[config.mk]
export PLATFORM = sky130hd
export DESIGN_NAME = if_stage
export DESIGN_NICKNAME = d
export VERILOG_FILES = /design/src/rtl/if_stage.sv
export SDC_FILE = /design/constraint.sdc
export NUM_CORES = 1
export LEC_CHECK = 0
export ABC_AREA = 1
export CAP_MARGIN = 20
export CORE_MARGIN = 5
export CORE_UTILIZATION = 33
export CTS_BUF_LIST = sky130_fd_sc_hd__clkbuf_8
export DETAILED_ROUTE_END_ITERATION = 10
export PLACE_DENSITY_LB_ADDON = 0.3
export SYNTH_ARGS = -nofsm -noshare
export SYNTH_HDL_FRONTEND = slang
export SYNTH_SLANG_ARGS = --single-unit
[constraint.sdc]
create_clock -name clk -period 8.6 [get_ports clk]
set_input_delay 2.15 -clock clk [delete_from_list [all_inputs] [get_ports clk]]
set_output_delay 2.15 -clock clk [all_outputs]
set_load 0.05 [all_outputs]
[src/rtl/if_stage.sv]
// Instruction fetch stage feeding decode.
// Holds the fetch PC. Issues one outstanding request at a time to instruction
// memory over a valid/ready request channel and a valid-only response channel.
// Returned instructions go into a 2-entry FIFO, and the FIFO head drives decode.
// Redirects flush the FIFO and drop any stale in-flight response.
// Ports:
//   clk, rst                  clock, asynchronous active-high reset
//   stallD                    decode stalled, head entry held
//   redirectValid/redirectPc  taken branch/jump from EXE
//   imemReq*                  request channel to instruction memory
//   imemResp*                 response channel from instruction memory
//   validD/pcD/instD          registered head-of-FIFO outputs to decode
module if_stage #(
    parameter logic [63:0] RESET_PC = 64'h0000_0000_8000_0000,
    parameter logic [31:0] NOP_INST = 32'h0000_0013
) (
    input  logic        clk,
    input  logic        rst,
    input  logic        stallD,
    input  logic        redirectValid,
    input  logic [63:0] redirectPc,
    output logic        imemReqValid,
    input  logic        imemReqReady,
    output logic [63:0] imemReqAddr,
    input  logic        imemRespValid,
    input  logic [31:0] imemRespData,
    output logic        validD,
    output logic [63:0] pcD,
    output logic [31:0] instD
);

    localparam int unsigned XLEN = 64;
    localparam int unsigned ILEN = 32;
    localparam int unsigned CW   = 2;

    typedef enum logic [1:0] {
        S_REQ  = 2'd0,
        S_WAIT = 2'd1,
        S_HOLD = 2'd2
    } state_t;

    state_t            r_state;
    state_t            w_state_nxt;
    logic [XLEN-1:0]   r_fetch_pc;
    logic              r_drop;
    logic [CW-1:0]     r_count;
    logic              r_valid;
    logic [XLEN-1:0]   r_pc0, r_pc1;
    logic [ILEN-1:0]   r_inst0, r_inst1;

    logic              w_accept;
    logic              w_resp;
    logic              w_pop;
    logic              w_push;
    logic [XLEN-1:0]   w_redirect_pc;
    logic [CW-1:0]     w_count_nxt;
    logic [XLEN-1:0]   w_pc0_nxt, w_pc1_nxt;
    logic [ILEN-1:0]   w_inst0_nxt, w_inst1_nxt;
    logic              w_drop_nxt;
    logic [XLEN-1:0]   w_fetch_pc_nxt;

    assign w_redirect_pc = redirectPc & ~XLEN'(3);
    assign w_accept      = imemReqValid & imemReqReady;
    assign w_resp        = (r_state == S_WAIT) & imemRespValid;
    assign w_pop         = (r_count != '0) & ~stallD & ~redirectValid;
    // Count never exceeds 2; a push at count 2 is only legal alongside a pop
    assign w_push        = w_resp & ~r_drop & ~redirectValid
                           & ((r_count != CW'(2)) | w_pop);

    // FIFO next-state; entry 0 reads as 0/NOP_INST whenever the FIFO is empty
    always_comb begin
        w_count_nxt = r_count;
        w_pc0_nxt   = r_pc0;
        w_pc1_nxt   = r_pc1;
        w_inst0_nxt = r_inst0;
        w_inst1_nxt = r_inst1;
        if (redirectValid) begin
            w_count_nxt = '0;
            w_pc0_nxt   = '0;
            w_inst0_nxt = NOP_INST;
        end else begin
            case ({w_push, w_pop})
                2'b11: begin
                    if (r_count == CW'(2)) begin
                        w_pc0_nxt   = r_pc1;
                        w_inst0_nxt = r_inst1;
                        w_pc1_nxt   = r_fetch_pc;
                        w_inst1_nxt = imemRespData;
                    end else begin
                        w_pc0_nxt   = r_fetch_pc;
                        w_inst0_nxt = imemRespData;
                    end
                end
                2'b01: begin
                    w_count_nxt = r_count - CW'(1);
                    if (r_count == CW'(2)) begin
                        w_pc0_nxt   = r_pc1;
                        w_inst0_nxt = r_inst1;
                    end else begin
                        w_pc0_nxt   = '0;
                        w_inst0_nxt = NOP_INST;
                    end
                end
                2'b10: begin
                    w_count_nxt = r_count + CW'(1);
                    if (r_count == '0) begin
                        w_pc0_nxt   = r_fetch_pc;
                        w_inst0_nxt = imemRespData;
                    end else begin
                        w_pc1_nxt   = r_fetch_pc;
                        w_inst1_nxt = imemRespData;
                    end
                end
                default: ;
            endcase
        end
    end

    // Fetch PC and the drop flag for a stale outstanding response
    always_comb begin
        w_fetch_pc_nxt = r_fetch_pc;
        w_drop_nxt     = r_drop;
        if (redirectValid) begin
            w_fetch_pc_nxt = w_redirect_pc;
            if (r_state == S_WAIT) begin
                w_drop_nxt = ~imemRespValid;
            end else begin
                w_drop_nxt = w_accept;
            end
        end else begin
            if (w_push) begin
                w_fetch_pc_nxt = r_fetch_pc + XLEN'(4);
            end
            if (w_resp) begin
                w_drop_nxt = 1'b0;
            end
        end
    end

    // State register
    always_ff @(posedge clk or posedge rst) begin
        if (rst) begin
            r_state <= S_REQ;
        end else begin
            r_state <= w_state_nxt;
        end
    end

    // Next-state logic
    always_comb begin
        w_state_nxt = r_state;
        case (r_state)
            S_REQ: begin
                if (w_accept) begin
                    w_state_nxt = S_WAIT;
                end
            end
            S_WAIT: begin
                if (imemRespValid) begin
                    if (redirectValid || (w_count_nxt < CW'(2))) begin
                        w_state_nxt = S_REQ;
                    end else begin
                        w_state_nxt = S_HOLD;
                    end
                end
            end
            S_HOLD: begin
                if (redirectValid || w_pop) begin
                    w_state_nxt = S_REQ;
                end
            end
            default: w_state_nxt = S_REQ;
        endcase
    end

    // Request outputs; held low while reset is asserted
    always_comb begin
        imemReqValid = (r_state == S_REQ) && !rst;
        imemReqAddr  = r_fetch_pc;
    end

    // Datapath registers
    always_ff @(posedge clk or posedge rst) begin
        if (rst) begin
            r_fetch_pc <= RESET_PC;
            r_drop     <= 1'b0;
            r_count    <= '0;
            r_valid    <= 1'b0;
            r_pc0      <= '0;
            r_pc1      <= '0;
            r_inst0    <= NOP_INST;
            r_inst1    <= NOP_INST;
        end else begin
            r_fetch_pc <= w_fetch_pc_nxt;
            r_drop     <= w_drop_nxt;
            r_count    <= w_count_nxt;
            r_valid    <= (w_count_nxt != '0);
            r_pc0      <= w_pc0_nxt;
            r_pc1      <= w_pc1_nxt;
            r_inst0    <= w_inst0_nxt;
            r_inst1    <= w_inst1_nxt;
        end
    end

    assign validD = r_valid;
    assign pcD    = r_pc0;
    assign instD  = r_inst0;

endmodule

# Word level (Yosys, flattened, before mapping)
# Cells that the tools add are included.
word_totals:
  ff_bits: 262
  output_inout_bits: 162
classes:
  add_sub_neg: 3
  n_lt_le_gt_ge: 1
  eq_ne: 13
  n_mux: 28
  bitwise_logic: 12
  n_reduce_logical: 15
ops:
  columns: ["cell", "count"]
  rows:
  - ["$mux 64", 8]
  - ["$mux 32", 6]
  - ["$pmux 64 s3", 1]
  - ["$pmux 64 s2", 1]
  - ["$pmux 32 s3", 1]
  - ["$add 64x3->64 const B", 1]
  - ["$pmux 32 s2", 1]
  - ["$ne 2x2->1 const B", 6]
  - ["$mux 2", 5]
  - ["$reduce_bool 2->1", 5]
  - ["$eq 2x2->1 const B", 4]
  - ["$and 1x1->1", 7]
  - ["$pmux 2 s3", 1]
  - ["$eq 2x1->1 const B", 2]
  - ["$logic_not 2->1", 2]
  - ["$not 1->1", 4]
  - ["$pmux 2 s2", 1]
  - ["$reduce_and 4->1", 1]
  - ["$reduce_bool 4->1", 1]
  - ["$mux 1", 3]
  - ["$ne 3x3->1 const B", 1]
  - ["$reduce_and 3->1", 1]
  - ["$add 2x1->2 const B", 1]
  - ["$logic_or 1x1->1", 2]
  - ["6 further kinds", 6]

# Longest topological paths before layout
# Gate-level depths: netlist (run 1).
depth:
  word_depth: 13
  mapped_depth: 14
  mapped_depth_nobuf: 13

# Least setup slack after synthesis (run 1)
# Ideal clock, no wire load.
synth_timing:
  path_type: "input-to-output"
  startpoint: "input rst"
  endpoint: "output imemReqValid"
  arrival_ns: 3.241
  slack_ns: 3.209
  cell_stages: 1
  path_buffers: 0
  cell_sequence: "nor3_1"
synth_between:
  elab_chain_cells: 2
synth_lines:
  columns: ["item", "line", "text"]
  rows:
  - ["from (decl)", "18", "input logic rst,"]
  - ["$logic_not 1->1 (no source line)", null, null]
  - ["$logic_and 1x1->1", "178", "imemReqValid = (r_state == S_REQ) && !rst;"]
  - ["to (decl)", "22", "output logic imemReqValid,"]
# Every way passes these cells.

# Worst setup path in the final report (run 1)
# Same ends and word-level chain as after synthesis.

==> results.sh, run 1 <==
export IMPL_power_leakage_nw=7.617
export IMPL_yosysMostFrequentCell="sky130_fd_sc_hd__nand2_1"
export IMPL_cts_tree="done"
export IMPL_vdd_ir_drop_max_mv=0.09037
export IMPL_timing_final_hold_violations=0
export IMPL_synth_edff_count=0
export IMPL_grt_first_pass_wirelength_microns=68900
export IMPL_row_count=72
export IMPL_initial_antenna_violation_count=0
export IMPL_die_x_microns=206.8
export IMPL_worstReg2RegStart="r_count[0]$_DFF_PP0_"
export IMPL_hold_buffers=0
export IMPL_ys_top_cells_by_area="sky130_fd_sc_hd__dfrtp_1 (49%), sky130_fd_sc_hd__nand2_1 (14%), sky130_fd_sc_hd__o21ai_0 (7.1%)"
export IMPL_drt_iter0_drc=794
export IMPL_cts_clk_slew_worst_paths_ns=0.06
export IMPL_placement_cell_area_sq_um=15770
export IMPL_yosys_most_used_dff="sky130_fd_sc_hd__dfrtp_1"
export IMPL_num_vias=11760
export IMPL_numPortBuffers=259
export IMPL_cp_end_kind="output port"
export IMPL_path_max_fanout=2
export IMPL_setup_tns_ns=0
export IMPL_synthDominantCellAreaShare_pct=48.94
export IMPL_worst_slew_margin_rel_pct=29.86
export IMPL_drv_slew=0
export IMPL_yosys_cell_types_count=38
export IMPL_synth_cells=1562
export IMPL_wl_per_cell_microns=19.16
export IMPL_hold_path_class="reg -> reg"
export IMPL_holdPathStages=2
export IMPL_firstDrtPassIters=5
export IMPL_final_layout_size_suffix_gt1_share_pct=8.189
export IMPL_final_setup_viol_count=0
export IMPL_synth_yosys_warnings=0
export IMPL_drcViolationCount=0
export IMPL_cts_max_path_bufs=3
export IMPL_synthDominantAreaCellType="sky130_fd_sc_hd__dfrtp_1"
export IMPL_post_cts_resized_instances=0
export IMPL_timing_clock_skew_ns=0.02825
export IMPL_crit_type="in -> out"
export IMPL_layout_setup_ws_ns=2.781
export IMPL_die_outline_area_sq_um=42770
export IMPL_cts_sinks=257
export IMPL_r2r_slack_ns=4.54
export IMPL_clock_period_minus_final_worst_setup_slack_ns=5.819
export IMPL_hold_path_startpoint="r_inst1[4]$_DFFE_PP1P_"
export IMPL_synthToLayoutAreaGrowth_pct=30.59
export IMPL_floorplan_io_pins=264
export IMPL_detail_route_vias_per_cell=4.978
export IMPL_cts_inserted_buffers=47
export IMPL_setup_fix_bufs_post_cts=0
export IMPL_grt_pass1_vias=11560
export IMPL_pin_count_of_the_biggest_net_entering_global_routing=165
export IMPL_grt_usage_pct=20.70
export IMPL_critical_path_startpoint_type="primary input"
export IMPL_worst_slew_pin_slew_ns=1.051
export IMPL_timing_reg2reg_worst_path_depth=12
export IMPL_weighted_congestion_reported_at_the_end_of_routability_driven_placement=0.9202
export IMPL_worstPathRequired_ns=6.45
export IMPL_unrepaired_setup_endpoints_after_global_routing="no"
export IMPL_wirelength_microns=45260
export IMPL_cellPowerDensity_nw_per_um2=200.0
export IMPL_grt_overflow=0
export IMPL_finalNetCount=1914
export IMPL_mappedNetlistArea_sq_um=12780
export IMPL_terminating_pin_of_the_worst_hold_path="r_inst1[4]$_DFFE_PP1P_"
export IMPL_finalInstanceArea_sq_um=16690
export IMPL_synth_async_sr_flop_share_pct=100.0
export IMPL_final_core_utilization_pct=43.39
export IMPL_max_freq_ghz=0.1719
export IMPL_clock_tree_root_cell="sky130_fd_sc_hd__clkbuf_8"
export IMPL_synth_avg_cell_area_sq_um=8.183
export IMPL_ys_seq_area_share_pct=50.38
export IMPL_crit_arrival_ns=3.67
export IMPL_post_route_period_util_pct=67.66
export IMPL_floorplan_initialDensity_pct=33.23
export IMPL_synth_seq_cells=257
export IMPL_antenna_violating_nets_post_route=0
export IMPL_placeableCoreArea_sq_um=38470
export IMPL_overall_die_height_microns=206.8
export IMPL_detailedPlace_worstSlack_ns=2.559
export IMPL_clock_tree_htree_level_count=2
export IMPL_finalPower_mw=3.339
export IMPL_clk_insertion_delay_late_ns=0.59
export IMPL_status="finished, final reports clean"
export IMPL_synth_common_cells="sky130_fd_sc_hd__nand2_1 (466), sky130_fd_sc_hd__dfrtp_1 (250), sky130_fd_sc_hd__o21ai_0 (181), sky130_fd_sc_hd__nor2_1 (131), sky130_fd_sc_hd__inv_1 (126)"
export IMPL_maxCapViolations=0
export IMPL_worstReg2RegEnd="pcD[47]$_DFFE_PP0P_"
export IMPL_dp_hpwl_microns=32410
export IMPL_antennaDiodeCount=0
critical path, cell delays in order:
cell                              delay [ns]
sky130_fd_sc_hd__clkdlybuf4s50_1        0.46
sky130_fd_sc_hd__nor3_1                 0.21
sky130_fd_sc_hd__clkdlybuf4s50_1        0.85
area by class of cell:
class | count | area (sq um)
inverters | 134 | 509.2
multi-input cells | 1097 | 5470
fillers | 3912 | 21770
clock inverters | 27 | 123.9
well taps | 518 | 648.1
flip-flops and latches | 257 | 6440
clock buffers | 58 | 798.3
repair buffers | 271 | 2703
logic make-up (layout without fill, tap and decap cells):
logic type | Yosys count | after routing | synth area share, %
adders and majority gates | 4 | 4 | 0.3916
AOI/OAI and AO/OA | 332 | 332 | 15.38
DFF | 257 | 257 | 50.38
xor gates and xnor gates | 17 | 17 | 1.165
and+or+nand+nor | 699 | 699 | 21.98
buffers and inverters | 209 | 490 | 6.891
other | 1 | 2 | 0.02934
muxes | 43 | 43 | 3.788
sequential cells by signal, summed over array words and instances (netlist names):
signal       count
pcD             63
imemReqAddr     62
r_pc1           62
instD           32
r_inst1         32
r_count          2
r_state          2
r_drop           1
validD           1
power breakdown:
group          internal (mW)  switching [mW]  leakage (nW)
sequential              1.34           0.123          3.41
clock                  0.609           0.532         0.537
combinational          0.257           0.477          3.67
total                   2.21            1.13          7.62
placed cells by master, fill, tap and decap left out, types with 2 or more instances in the layout:
| cell | netlist | routed |
|---|---|---|
| sky130_fd_sc_hd__nand2_1 | 466 | 466 |
| sky130_fd_sc_hd__clkdlybuf4s50_1 | 0 | 258 |
| sky130_fd_sc_hd__dfrtp_1 | 250 | 250 |
| sky130_fd_sc_hd__o21ai_0 | 181 | 181 |
| sky130_fd_sc_hd__inv_1 | 126 | 143 |
| sky130_fd_sc_hd__nor2_1 | 131 | 131 |
| sky130_fd_sc_hd__a22oi_1 | 93 | 93 |
| sky130_fd_sc_hd__nand3_1 | 80 | 80 |
| sky130_fd_sc_hd__clkbuf_8 | 0 | 58 |
| sky130_fd_sc_hd__mux2_2 | 40 | 40 |
| sky130_fd_sc_hd__o21ai_1 | 28 | 28 |
| sky130_fd_sc_hd__xor2_1 | 15 | 15 |
| sky130_fd_sc_hd__a21oi_1 | 13 | 13 |
| sky130_fd_sc_hd__o211ai_1 | 11 | 11 |
| sky130_fd_sc_hd__buf_4 | 7 | 10 |
| sky130_fd_sc_hd__nand4_1 | 8 | 8 |
| sky130_fd_sc_hd__clkinv_2 | 0 | 7 |
| sky130_fd_sc_hd__dfstp_2 | 7 | 7 |
| sky130_fd_sc_hd__inv_2 | 7 | 6 |
| sky130_fd_sc_hd__nor2_4 | 3 | 4 |
| sky130_fd_sc_hd__clkinvlp_4 | 0 | 4 |
| sky130_fd_sc_hd__ha_1 | 4 | 4 |
| sky130_fd_sc_hd__mux2_1 | 3 | 3 |
| sky130_fd_sc_hd__nor3_1 | 3 | 3 |
| sky130_fd_sc_hd__a21oi_4 | 2 | 2 |
| sky130_fd_sc_hd__nand2_2 | 2 | 2 |
| sky130_fd_sc_hd__nor2_2 | 3 | 2 |
| sky130_fd_sc_hd__xnor2_1 | 2 | 2 |
| sky130_fd_sc_hd__conb_1 | 1 | 2 |
| sky130_fd_sc_hd__buf_12 | 0 | 2 |
through the flow:
step,std cells,hold slack (ns)
detailed placement,2277,0.4521
floorplan,1563,0.4398
global placement,2276,0.4485
finish,2362,0.4592
CTS,2362,0.4619
global route,2362,0.4821
how the worst max path moves through the flow:
stage	startpoint	end	slack (ns)	cells past startpoint
after floorplan	rst	imemReqAddr[10]$_DFFE_PP0N_	3.07	1
after global placement	stallD	pcD[45]$_DFFE_PP0P_	2.69	12
after detailed placement	stallD	pcD[47]$_DFFE_PP0P_	2.56	12
after CTS	rst	imemReqValid	2.77	3
after global routing	rst	imemReqValid	2.72	3
final	rst	imemReqValid	2.78	3
metal layers:
metal / vias up / part of all wire (%) / track usage [%]
li1: 5645 / - / -
met1: 5693 / 45 / 28.46
met2: 366 / 47 / 33.68
met3: 55 / 6.6 / 4.281
met4: 0 / 2.0 / 5.241
met5: - / 0 / 0
(Power assumes the default switching activity.)
==> inputs of run 2 (changes only) <==
clock period = 5.49 ns   (was 8.6 ns; I/O delays follow)
==> run 2 against run 1 <==
  * Clock skew grew 0.00057 ns
  * Critical path depth grew 6
  * Worst setup slack lost 1.7 ns
  * Hold slack gained 0.0032 ns
  * Non-clock buffer count grew 2
  * Clock-buffer cell count shrank 2
  * Largest cell class unchanged
  * Largest power group unchanged
==> results.sh, run 2 (same netlist as run 1, synthesis figures left out) <==
export IMPL_drcViolationCount=0
export IMPL_crit_arrival_ns=4.90
export IMPL_clock_tree_htree_level_count=2
export IMPL_row_count=72
export IMPL_drv_slew=0
export IMPL_status="finished, final reports clean"
export IMPL_synthToLayoutAreaGrowth_pct=30.61
export IMPL_post_cts_resized_instances=0
export IMPL_worst_slew_pin_slew_ns=0.8265
export IMPL_grt_first_pass_wirelength_microns=68240
export IMPL_final_layout_size_suffix_gt1_share_pct=8.111
export IMPL_worst_slew_margin_rel_pct=44.90
export IMPL_cp_end_kind="register"
export IMPL_wl_per_cell_microns=19.16
export IMPL_grtUsageMet2_pct=33.58
export IMPL_hold_path_class="reg -> reg"
export IMPL_finalNetCount=1915
export IMPL_setup_tns_ns=0
export IMPL_final_setup_viol_count=0
export IMPL_dp_hpwl_microns=32060
export IMPL_placeableCoreArea_sq_um=38470
export IMPL_most_common_layout_cells="sky130_fd_sc_hd__nand2_1 (466), sky130_fd_sc_hd__clkdlybuf4s50_1 (258), sky130_fd_sc_hd__dfrtp_1 (250), sky130_fd_sc_hd__o21ai_0 (181), sky130_fd_sc_hd__inv_1 (138)"
export IMPL_drt_iter0_drc=700
export IMPL_grt_usage_pct=20.55
export IMPL_globalRouteMet1Util_pct=28.31
export IMPL_timing_clock_skew_ns=0.02882
export IMPL_critical_path_startpoint_type="primary input"
export IMPL_antennaDiodeCount=0
export IMPL_timing_reg2reg_worst_path_depth=9
export IMPL_crit_type="in -> reg"
export IMPL_power_leakage_nw=7.604
export IMPL_numPortBuffers=259
export IMPL_stdcell_count=2355
export IMPL_slowest_delay_ns=0.76
export IMPL_antenna_violating_nets_post_route=0
export IMPL_holdPathStages=2
export IMPL_max_freq_ghz=0.2265
export IMPL_overall_die_height_microns=206.8
export IMPL_post_route_period_util_pct=80.42
export IMPL_detail_route_vias_per_cell=4.921
export IMPL_grt_busiest_layer="met2"
export IMPL_die_x_microns=206.8
export IMPL_die_outline_area_sq_um=42770
export IMPL_terminating_pin_of_the_worst_hold_path="r_inst1[0]$_DFFE_PP1P_"
export IMPL_cts_inserted_buffers=46
export IMPL_clock_tree_root_cell="sky130_fd_sc_hd__clkbuf_8"
export IMPL_cts_sinks=257
export IMPL_cts_max_path_bufs=3
export IMPL_worstPathRequired_ns=5.97
export IMPL_grt_pass1_vias=11290
export IMPL_worstReg2RegStart="r_count[0]$_DFF_PP0_"
export IMPL_wirelength_microns=45110
export IMPL_maxCapViolations=0
export IMPL_cts_tree="done"
export IMPL_r2r_slack_ns=1.71
export IMPL_pin_count_of_the_biggest_net_entering_global_routing=128
export IMPL_cellPowerDensity_nw_per_um2=309.2
export IMPL_clk_insertion_delay_late_ns=0.57
export IMPL_nFillCells=3868
export IMPL_unrepaired_setup_endpoints_after_global_routing="no"
export IMPL_setup_fix_bufs_post_cts=0
export IMPL_num_vias=11590
export IMPL_firstDrtPassIters=5
export IMPL_hold_buffers=0
export IMPL_numPlacedInstances=2279
export IMPL_largest_register_ffs=63
export IMPL_worstPathCellList="clkdlybuf4s50_1 -> nand3_1 -> o21bai_4 -> ha_1 -> nor2_1 -> nor2_4 -> buf_4 -> a22oi_1 -> o21ai_0"
export IMPL_cts_clk_slew_worst_paths_ns=0.06
export IMPL_cp_slowest_cell="sky130_fd_sc_hd__buf_4"
export IMPL_weighted_congestion_reported_at_the_end_of_routability_driven_placement=0.8940
export IMPL_floorplan_initialDensity_pct=33.23
export IMPL_floorplan_io_pins=264
export IMPL_timing_final_hold_violations=0
export IMPL_most_common_cell_after_layout_fill_and_taps_aside="sky130_fd_sc_hd__nand2_1"
export IMPL_clock_period_minus_final_worst_setup_slack_ns=4.415
export IMPL_initial_antenna_violation_count=0
export IMPL_grt_overflow=0
export IMPL_path_max_fanout=63
export IMPL_hold_path_startpoint="r_inst1[0]$_DFFE_PP1P_"
export IMPL_vdd_ir_drop_max_mv=0.1347
export IMPL_worstReg2RegEnd="pcD[47]$_DFFE_PP0P_"
export IMPL_globalRouteMet3Util_pct=4.437
==> run 2: cell types whose count changed in the layout (fill, tap and decap cells not counted) <==
cell,before,now
sky130_fd_sc_hd__inv_6,1,0
sky130_fd_sc_hd__clkbuf_8,58,56
sky130_fd_sc_hd__buf_12,2,6
sky130_fd_sc_hd__buf_4,10,8
sky130_fd_sc_hd__clkinvlp_4,4,3
sky130_fd_sc_hd__inv_1,143,138
==> run 2: worst max path at each step <==
stage | endpoint | start | slack [ns] | depth (start not counted)
3_3_place_gp | pcD[50]$_DFFE_PP0P_ | imemRespValid | 0.57 | 9
6_report | pcD[47]$_DFFE_PP0P_ | imemRespValid | 1.08 | 9
2_1_floorplan | imemReqAddr[10]$_DFFE_PP0N_ | rst | 0.74 | 1
3_5_place_dp | pcD[52]$_DFFE_PP0P_ | imemRespValid | 0.47 | 9
5_1_grt | pcD[45]$_DFFE_PP0P_ | imemRespValid | 0.82 | 9
4_1_cts | pcD[34]$_DFFE_PP0P_ | imemRespValid | 1.10 | 9
==> run 2: worst max-delay path: cells and delay by family <==
kind	cells	cell delay (ns)
compound gates	3	0.74
fa+ha+maj	1	0.51
buf+inv	2	1.26
simple gates	3	0.94
==> run 2: final cells by class <==
class	count	area [sq um]	share of cell area, %
clock buffers	56	770.7	4.617
clock inverters	20	88.84	0.5321
inverters	134	509.2	3.050
multi-input cells	1097	5470	32.77
flip-flops and latches	257	6440	38.57
well taps	518	648.1	3.882
repair buffers	273	2768	16.58
==> run 2: power breakdown <==
part | switching (mW) | internal (mW)
logic | 0.748 | 0.406
registers | 0.194 | 2.10
clock network | 0.801 | 0.913
total | 1.74 | 3.42
==> run 2: metrics by stage <==
step | hold WS, ns | util, % | total power [mW] | area (sq um) | setup slack, ns
after floorplan | 0.4398 | - | 3.017 | 12790 | 0.7376
after global placement | 0.4497 | 41.17 | 3.464 | 15840 | 0.5693
after detailed placement | 0.4523 | 41.17 | 3.488 | 15840 | 0.4692
after CTS | 0.4611 | 43.40 | 5.222 | 16690 | 1.099
after global routing | 0.4790 | 43.40 | 5.419 | 16690 | 0.8165
final | 0.4624 | 43.40 | 5.163 | 16690 | 1.075
==> run 2: layer usage <==
layer,share of wire (%),vias to the layer above
li1,-,5632
met1,44,5560
met2,47,345
met3,7.0,51
met4,1.8,0
met5,0,-
